===== config.mk =====
export PLATFORM = sky130hd
export DESIGN_NAME = interp_ctrl
export DESIGN_NICKNAME = d
export VERILOG_FILES = /design/src/rtl/interp_pkg.sv /design/src/rtl/rate_divider.sv /design/src/rtl/interp_ctrl.sv
export SDC_FILE = /design/constraint.sdc
export NUM_CORES = 1
export LEC_CHECK = 0
export ABC_AREA = 1
export CAP_MARGIN = 15
export CORE_MARGIN = 4
export CORE_UTILIZATION = 45
export CTS_CLUSTER_DIAMETER = 120
export DETAILED_ROUTE_END_ITERATION = 8
export GPL_TIMING_DRIVEN = 1
export PLACE_DENSITY = 0.8
export SLEW_MARGIN = 20
export SYNTH_ARGS = -nofsm -noshare
export SYNTH_HDL_FRONTEND = slang
export SYNTH_SLANG_ARGS = --single-unit

===== constraint.sdc =====
create_clock -name clk -period 1.9 [get_ports clk]
set_input_delay 0.38 -clock clk [delete_from_list [all_inputs] [get_ports clk]]
set_output_delay 0.38 -clock clk [all_outputs]
set_load 0.02 [all_outputs]

===== src/rtl/interp_pkg.sv =====
// Shared types and constants for the interpolation datapath sequencer.
package interp_pkg;

    typedef enum logic [1:0] {
        IDLE,
        RUN,
        STOPPING,
        DRAIN
    } state_t;

    localparam int NCH_DEF = 8;

endpackage


===== src/rtl/rate_divider.sv =====
// Loadable modulo-rate phase counter; tick marks phase 0 while enabled.
module rate_divider #(
    parameter int RATE_W = 4
) (
    input  logic              clk,
    input  logic              rst,
    input  logic              load,
    input  logic              clr,
    input  logic              en,
    input  logic [RATE_W-1:0] rate,
    output logic              tick
);

    logic [RATE_W-1:0] rate_q;
    logic [RATE_W-1:0] phase;
    logic [RATE_W-1:0] rate_eff;

    assign rate_eff = (rate == '0) ? RATE_W'(1) : rate;

    // The load cycle itself plays the role of phase 0, so the counter resumes at 1.
    always_ff @(posedge clk) begin
        if (rst) begin
            rate_q <= RATE_W'(1);
            phase  <= '0;
        end else if (load) begin
            rate_q <= rate_eff;
            phase  <= (rate_eff == RATE_W'(1)) ? '0 : RATE_W'(1);
        end else if (clr) begin
            phase  <= '0;
        end else if (en) begin
            phase  <= (phase == rate_q - RATE_W'(1)) ? '0 : phase + RATE_W'(1);
        end
    end

    assign tick = en & (phase == '0);

endmodule


===== src/rtl/interp_ctrl.sv =====
// Sequencer for the multi-channel interpolation datapath: input cadence,
// all-channel handshake, output alignment and start/stop/drain control.
module interp_ctrl
    import interp_pkg::*;
#(
    parameter int NCH       = NCH_DEF,
    parameter int RATE_W    = 4,
    parameter int DRAIN_CYC = 64
) (
    input  logic              clk,
    input  logic              rst,
    input  logic              start,
    input  logic              stop,
    input  logic [RATE_W-1:0] rate,
    input  logic [NCH-1:0]    s_tready,
    input  logic [NCH-1:0]    m_tvalid,
    output logic              s_tvalid,
    output logic              out_valid,
    output logic              busy,
    output logic              done,
    output logic              align_err,
    output logic              overrun_err,
    output logic [31:0]       in_count,
    output logic [31:0]       out_count
);

    localparam int DC_W = $clog2(DRAIN_CYC + 1);

    state_t          state, state_nxt;
    logic            start_acc, stop_acc, accept, pending;
    logic            tick, tick_eff, drain_end;
    logic            all_vld_p0, mis_vld_p0;
    logic [DC_W-1:0] idle_cnt;

    assign start_acc = start & (state == IDLE);
    assign stop_acc  = stop & (state == RUN);
    assign accept    = s_tvalid & (&s_tready);
    assign pending   = s_tvalid & ~accept;
    assign tick_eff  = tick & ~stop_acc;
    assign drain_end = (state == DRAIN) & ~out_valid & (idle_cnt == DC_W'(DRAIN_CYC - 1));
    assign busy      = (state != IDLE);

    rate_divider #(
        .RATE_W (RATE_W)
    ) u_div (
        .clk  (clk),
        .rst  (rst),
        .load (start_acc),
        .clr  (stop_acc),
        .en   (state == RUN),
        .rate (rate),
        .tick (tick)
    );

    // A stop whose sample is accepted in the same cycle has nothing left to wait for.
    always_comb begin
        state_nxt = state;
        case (state)
            IDLE:     if (start)     state_nxt = RUN;
            RUN:      if (stop)      state_nxt = pending ? STOPPING : DRAIN;
            STOPPING: if (accept)    state_nxt = DRAIN;
            DRAIN:    if (drain_end) state_nxt = IDLE;
            default:                 state_nxt = IDLE;
        endcase
    end

    always_ff @(posedge clk) begin
        if (rst) begin
            state       <= IDLE;
            s_tvalid    <= 1'b0;
            overrun_err <= 1'b0;
            in_count    <= '0;
            idle_cnt    <= '0;
            done        <= 1'b0;
        end else begin
            state <= state_nxt;
            done  <= drain_end;

            if (start_acc || tick_eff) s_tvalid <= 1'b1;
            else if (accept)           s_tvalid <= 1'b0;

            if (start_acc)               overrun_err <= 1'b0;
            else if (tick_eff && pending) overrun_err <= 1'b1;

            if (start_acc)   in_count <= '0;
            else if (accept) in_count <= in_count + 32'd1;

            if (state != DRAIN || out_valid) idle_cnt <= '0;
            else                             idle_cnt <= idle_cnt + DC_W'(1);
        end
    end

    // ---- stage p0 -> p1: output valid combine ----
    assign all_vld_p0 = &m_tvalid;
    assign mis_vld_p0 = (|m_tvalid) & ~all_vld_p0;

    always_ff @(posedge clk) begin
        if (rst) begin
            out_valid <= 1'b0;
            align_err <= 1'b0;
            out_count <= '0;
        end else begin
            out_valid <= all_vld_p0;
            if (start_acc) begin
                align_err <= 1'b0;
                out_count <= '0;
            end else begin
                align_err <= align_err | mis_vld_p0;
                if (all_vld_p0) out_count <= out_count + 32'd1;
            end
        end
    end

endmodule


==> impl_metrics.tcl, run 1 <==
set metrics [dict create \
    synth-seq-cells 86 \
    nFillCells 1021 \
    cts_sinks 86 \
    die_h_um 112.9 \
    avgSynthCellArea_um2 6.365 \
    synth_most_common_cell "nand2_1" \
    drive_gt1_share_pct 9.444 \
    overflow 0 \
    crit_buf_inv 1 \
    final_area_um2 6405 \
    area_growth_pct 29.33 \
    regArea_um2 1723 \
    max_stage_delay_ns 0.65 \
    netlist_area_um2 4952 \
    cts_tree "yes" \
    critPathArrivalTime_ns 1.47 \
    status "complete, no violations" \
    startpoint "in_count[19]" \
    fin_util_pct 59.34 \
    worstMarginPinSlew_ns 0.5634 \
    dominantRegCellSynth "dfxtp_1" \
    max_freq_mhz 541.1 \
    end_kind "output port" \
    ctsResizeCount 3 \
    std_cell_rows 38 \
    drt_pass1_iterations 5 \
    whs_ns 0.4597 \
    crit_family "buffers and inverters" \
    finalHoldViolCount 0 \
    grt_use_total_pct 20.42 \
    worstPathRequired_ns 1.52 \
    totalWireLength_mm 12.66 \
    ir_drop_v 0.0002936 \
    slew_headroom_pct 62.15 \
    rr_startpoint "state[1]" \
    clk_pin_slew_ns 0.09 \
    fin_nets 930 \
    clk_latency_ns 0.36 \
    multi_input_area_um2 2806 \
    core_um2 10790 \
    post_cts_buffers 0 \
    ys_warn_count 0 \
    antenna_found_initial 0 \
    grtUsageMet1_pct 27.33 \
    gp_congestion 0.8709 \
    seq_area_frac_synth_pct 34.77 \
    slew_violations 0 \
    syn_inst 778 \
    pwr_density_cell_nw_per_um2 610.1 \
    antennaDiodeCount 0 \
    grt_max_degree 36 \
    ios 94 \
    hold_start "idle_cnt[0]" \
    cp_slowest_cell "clkdlybuf4s50_1" \
    synth_nets 813 \
    die_w_um 112.9 \
    start_util_pct 45.88 \
    cts_root_buf "clkbuf_8" \
    portBuffers 93 \
    dieArea_um2 12750 \
    drc_errors 0 \
    hpwlAfterDp_mm 9.631 \
    grt_pass1_wl_mm 21.74 \
    tns_ns 0 \
    crit_type "flop to output port" \
    drt_iter0_drc 244 \
    async_flop_share_pct 0 \
    drv_cap 0 \
    ant_nets 0 \
    ctsHtreeMaxLevel 3 \
    total_leakage_power_uw 0.002506 \
    finalCritPeriodShare_pct 97.28 \
    grtUsageMet2_pct 33.45 \
    netlist.top_cell.by_area "dfxtp_1" \
    postPlaceCellArea_um2 6222 \
    synth.distinct_cells 38 \
    setup_viol 0 \
    yosys-top-cells-area "dfxtp_1 (35%), nand2_1 (18%), nor2_1 (9.8%), inv_1 (6.8%), nand3_1 (4.6%)" \
    crit_fanout 5 \
    dr_total_vias 5067 \
    cts_max_path_buffers 2 \
    rsz0062_at_grt "false" \
    finClkSkew_ns 0.01120 \
    busiest_layer "met2" \
    min_period_ns 1.848 \
    synth-edff-count 0 \
    synth_common_cells "nand2_1 (237), nor2_1 (129), inv_1 (90)" \
    viasPerCell 4.872 \
    path_cells "clkdlybuf4s50_1" \
    grt.met3_usage_pct 3.209 \
    ctsHoldBuffers 0 \
    grt_pass1_vias 4719 \
    synth_top_area_share_pct 34.77 \
    cts-buffers-inserted 9 \
    hold_path.class "flop to flop" \
    wire_per_inst_um 12.17 \
    cp-start-kind "flop" \
]
-- metal layers --
layer / up-vias / wire (um)
met5: - / 0
met4: 0 / 282
met3: 26 / 562
met2: 120 / 5816
met1: 2222 / 5995
li1: 2699 / -
-- registers in the layout, summed over array words and instances (netlist names) --
signal,flops
u_div.phase,4
s_tvalid,1
idle_cnt,7
overrun_err,1
in_count,32
u_div.rate_q,4
out_count,32
align_err,1
done,1
out_valid,1
state,2
-- where the power goes --
| part | total (uW) | internal, uW | switching, uW |
|---|---|---|---|
| clock network | 1180 | 482 | 699 |
| logic | 808 | 328 | 480 |
| registers | 1920 | 1860 | 57.2 |
| total | 3910 | 2670 | 1240 |
-- final cells by class --
type,instances,area share [%]
clock inverters,6,0.7228
multi-input cells,585,43.82
flip-flops and latches,86,26.90
repair buffers,116,18.13
inverters,97,5.704
clock buffers,10,1.993
well taps,140,2.735
-- cells by family after synthesis --
family / Yosys count / share of synthesized area (%)
XOR/XNOR: 12 / 2.122
adder cells (fa/ha/maj): 11 / 2.779
buffers and inverters: 107 / 8.565
flip-flops: 86 / 34.77
AND/OR/NAND/NOR: 487 / 43.63
AO/OA/AOI/OAI: 75 / 8.136
-- through the flow --
stage	instances	total power [uW]	setup WS, ns
after floorplan	778	2473	0.3351
final	1040	3907	0.05175
after detailed placement	1024	2780	-0.07910
after CTS	1040	3942	0.004990
after global routing	1040	4134	0.003340
after global placement	1024	2767	-0.01813
-- worst paths after layout --
check | cells after the start | slack (ns) | endpoint
hold reg to reg | 1 | 0.46 | idle_cnt[0]
setup / recovery | 1 | 0.05 | in_count[19]
setup reg to reg | 10 | 0.21 | u_div.phase[0]
hold / removal | 1 | 0.46 | idle_cnt[0]
-- cell usage in the layout, fill, tap and decap left out, types with 6 or more instances in the layout --
master and n:
nand3_1 46, nor2_1 129, nor2_2 18, ha_1 11
a21oi_1 43, o21ai_1 8, nor3_1 11, inv_2 6
inv_1 90, xnor2_1 7, clkbuf_8 9, nand4_1 15
o21ai_0 13, nand2_1 237, clkdlybuf4s50_1 84, buf_4 19
dlymetal6s2s_1 6, dfxtp_1 85
Note: power is estimated with default switching activity, not from simulation.
==> run 2: changes to the inputs <==
- GPL_ROUTABILITY_DRIVEN: default -> 0
- clock period: 1.9 -> 2.16 ns (I/O delays scaled with it)
==> run 2 against run 1 <==
Effect of this change: cell count decreased by 1.5%; combinational power decreased by 15%; hold slack got worse by 0.0044 ns; highest routed layer unchanged; clock skew increased by 0.00096 ns; flip-flop and latch count unchanged; die area unchanged; critical path depth unchanged; first-iteration DRC count increased by 6.1%.
==> impl_metrics.tcl, run 2 (synthesized netlist as in run 1, its figures left out) <==
set metrics [dict create \
    area_growth_pct 26.86 \
    totalWireLength_mm 12.55 \
    status "complete, no violations" \
    mostFrequentLayoutCells "nand2_1 (237), nor2_1 (129), clkdlybuf4s50_1 (92), inv_1 (90), dfxtp_1 (86)" \
    hold_start "overrun_err" \
    worstPathRequired_ns 1.73 \
    hold_depth 2 \
    pwr_density_cell_nw_per_um2 576.8 \
    finClkSkew_ns 0.01216 \
    die_h_um 112.9 \
    whs_ns 0.4553 \
    max_stage_delay_ns 0.67 \
    drc_errors 0 \
    regToRegSetupSlack_ns 0.35 \
    grt_max_degree 28 \
    met2_wirelength_mm 5.821 \
    grt_pass1_vias 4817 \
    drv_cap 0 \
    drt_iter0_drc 259 \
    drive_gt1_share_pct 7.579 \
    rsz0062_at_grt "false" \
    post_cts_buffers 0 \
    end_kind "output port" \
    top_regs "in_count (32), out_count (32), idle_cnt (7)" \
    top_layer "met4" \
    dr_wl_met3_um 756 \
    slew_violations 0 \
    tns_ns 0 \
    nFillCells 1029 \
    cts_tree "yes" \
    antennaDiodeCount 0 \
    fin_util_pct 58.21 \
    critPathArrivalTime_ns 1.55 \
    drt_pass1_iterations 5 \
    postPlaceCellArea_um2 6072 \
    overflow 0 \
    grt_pass1_wl_mm 21.84 \
    die_w_um 112.9 \
    portBuffers 93 \
    rr_startpoint "state[0]" \
    crit_type "flop to output port" \
    clk_pin_slew_ns 0.09 \
    cp_slowest_cell "clkdlybuf4s50_1" \
    cts_max_path_buffers 2 \
    ir_drop_v 0.0004235 \
    cts_sinks 86 \
    final_area_um2 6282 \
    min_to "overrun_err" \
    rr_worst_depth 8 \
    dieArea_um2 12750 \
    cp-start-kind "flop" \
    worstMarginPinSlew_ns 0.4457 \
    hpwlAfterDp_mm 9.601 \
    grt_use_total_pct 20.45 \
    setup_viol 0 \
    finalCritPeriodShare_pct 91.93 \
    hold_path.class "flop to flop" \
    drt-met1-wl_mm 5.745 \
    std_cell_rows 38 \
    slew_headroom_pct 70.06 \
    cts_root_buf "clkbuf_8" \
    min_period_ns 1.986 \
    core_um2 10790 \
    ant_nets 0 \
    crit_fanout 7 \
    start_util_pct 45.88 \
    layout_commonest_cell "nand2_1" \
    ctsHtreeMaxLevel 3 \
    viasPerCell 4.963 \
    path_cells "clkdlybuf4s50_1" \
    crit_buf_inv 1 \
    r2r-end "in_count[6]" \
    wire_per_inst_um 12.26 \
    fin_nets 915 \
    ios 94 \
    clk_latency_ns 0.37 \
    crit_family "buffers and inverters" \
    max_freq_mhz 503.6 \
    cts-buffers-inserted 9 \
    antenna_found_initial 0 \
    total_leakage_power_uw 0.002310 \
    finalHoldViolCount 0 \
    dr_total_vias 5082 \
]
run 2: cell types whose count changed in the layout (fill, tap and decap cells not counted), sizes merged:
cell           previous run  this run
buf                      23         8
clkdlybuf4s50            84        92
dlymetal6s2s              6         0
clkinv                    4         1
bufinv                    0         2
clkbuf                   11        10
dlygate4sd2               2         1
run 2: worst max-delay path by stage:
stage | from | to | slack, ns | cells after the start
6_report | out_count[19] | out_count[19] | 0.17 | 1
5_1_grt | state[0] | u_div.phase[0] | 0.08 | 10
4_1_cts | out_count[19] | out_count[19] | 0.17 | 1
3_5_place_dp | s_tready[0] | in_count[21] | 0.11 | 11
3_3_place_gp | s_tready[0] | in_count[21] | 0.14 | 11
2_1_floorplan | state[0] | u_div.rate_q[0] | 0.60 | 9
run 2: cell type report:
class | instances | area, um^2 | area share [%]
tap | 140 | 175.2 | 2.788
sequential | 86 | 1722 | 27.40
inverter | 97 | 365.4 | 5.816
clock buffer | 10 | 127.6 | 2.031
clock inverter | 5 | 83.83 | 1.334
timing repair buffer | 101 | 1002 | 15.95
multi-input combinational | 585 | 2806 | 44.67
run 2: metrics by stage:
stage / total power [uW] / std cells / setup slack (ns)
after floorplan: 2175 / 778 / 0.5951
after global routing: 3826 / 1024 / 0.08241
after global placement: 2413 / 1009 / 0.1412
after CTS: 3650 / 1024 / 0.1749
final: 3623 / 1024 / 0.1743
after detailed placement: 2418 / 1009 / 0.1101
run 2: what timing repair did:
action / in CTS / in global routing
gates resized for setup: 1 / 0
endpoints found under the setup margin: 1 / 0
hold buffers: 0 / 0
run 2: where the power goes:
group / switching (uW) / internal, uW
Sequential: 53.3 / 1640
Combinational: 410 / 273
Clock: 600 / 650
Total: 1060 / 2560
run 2: layer usage:
layer  GRT usage (%)  vias up
li1                -     2652
met1           26.49     2265
met2           34.04      147
met3           5.027       18
met5               0        -
met4           5.609        0
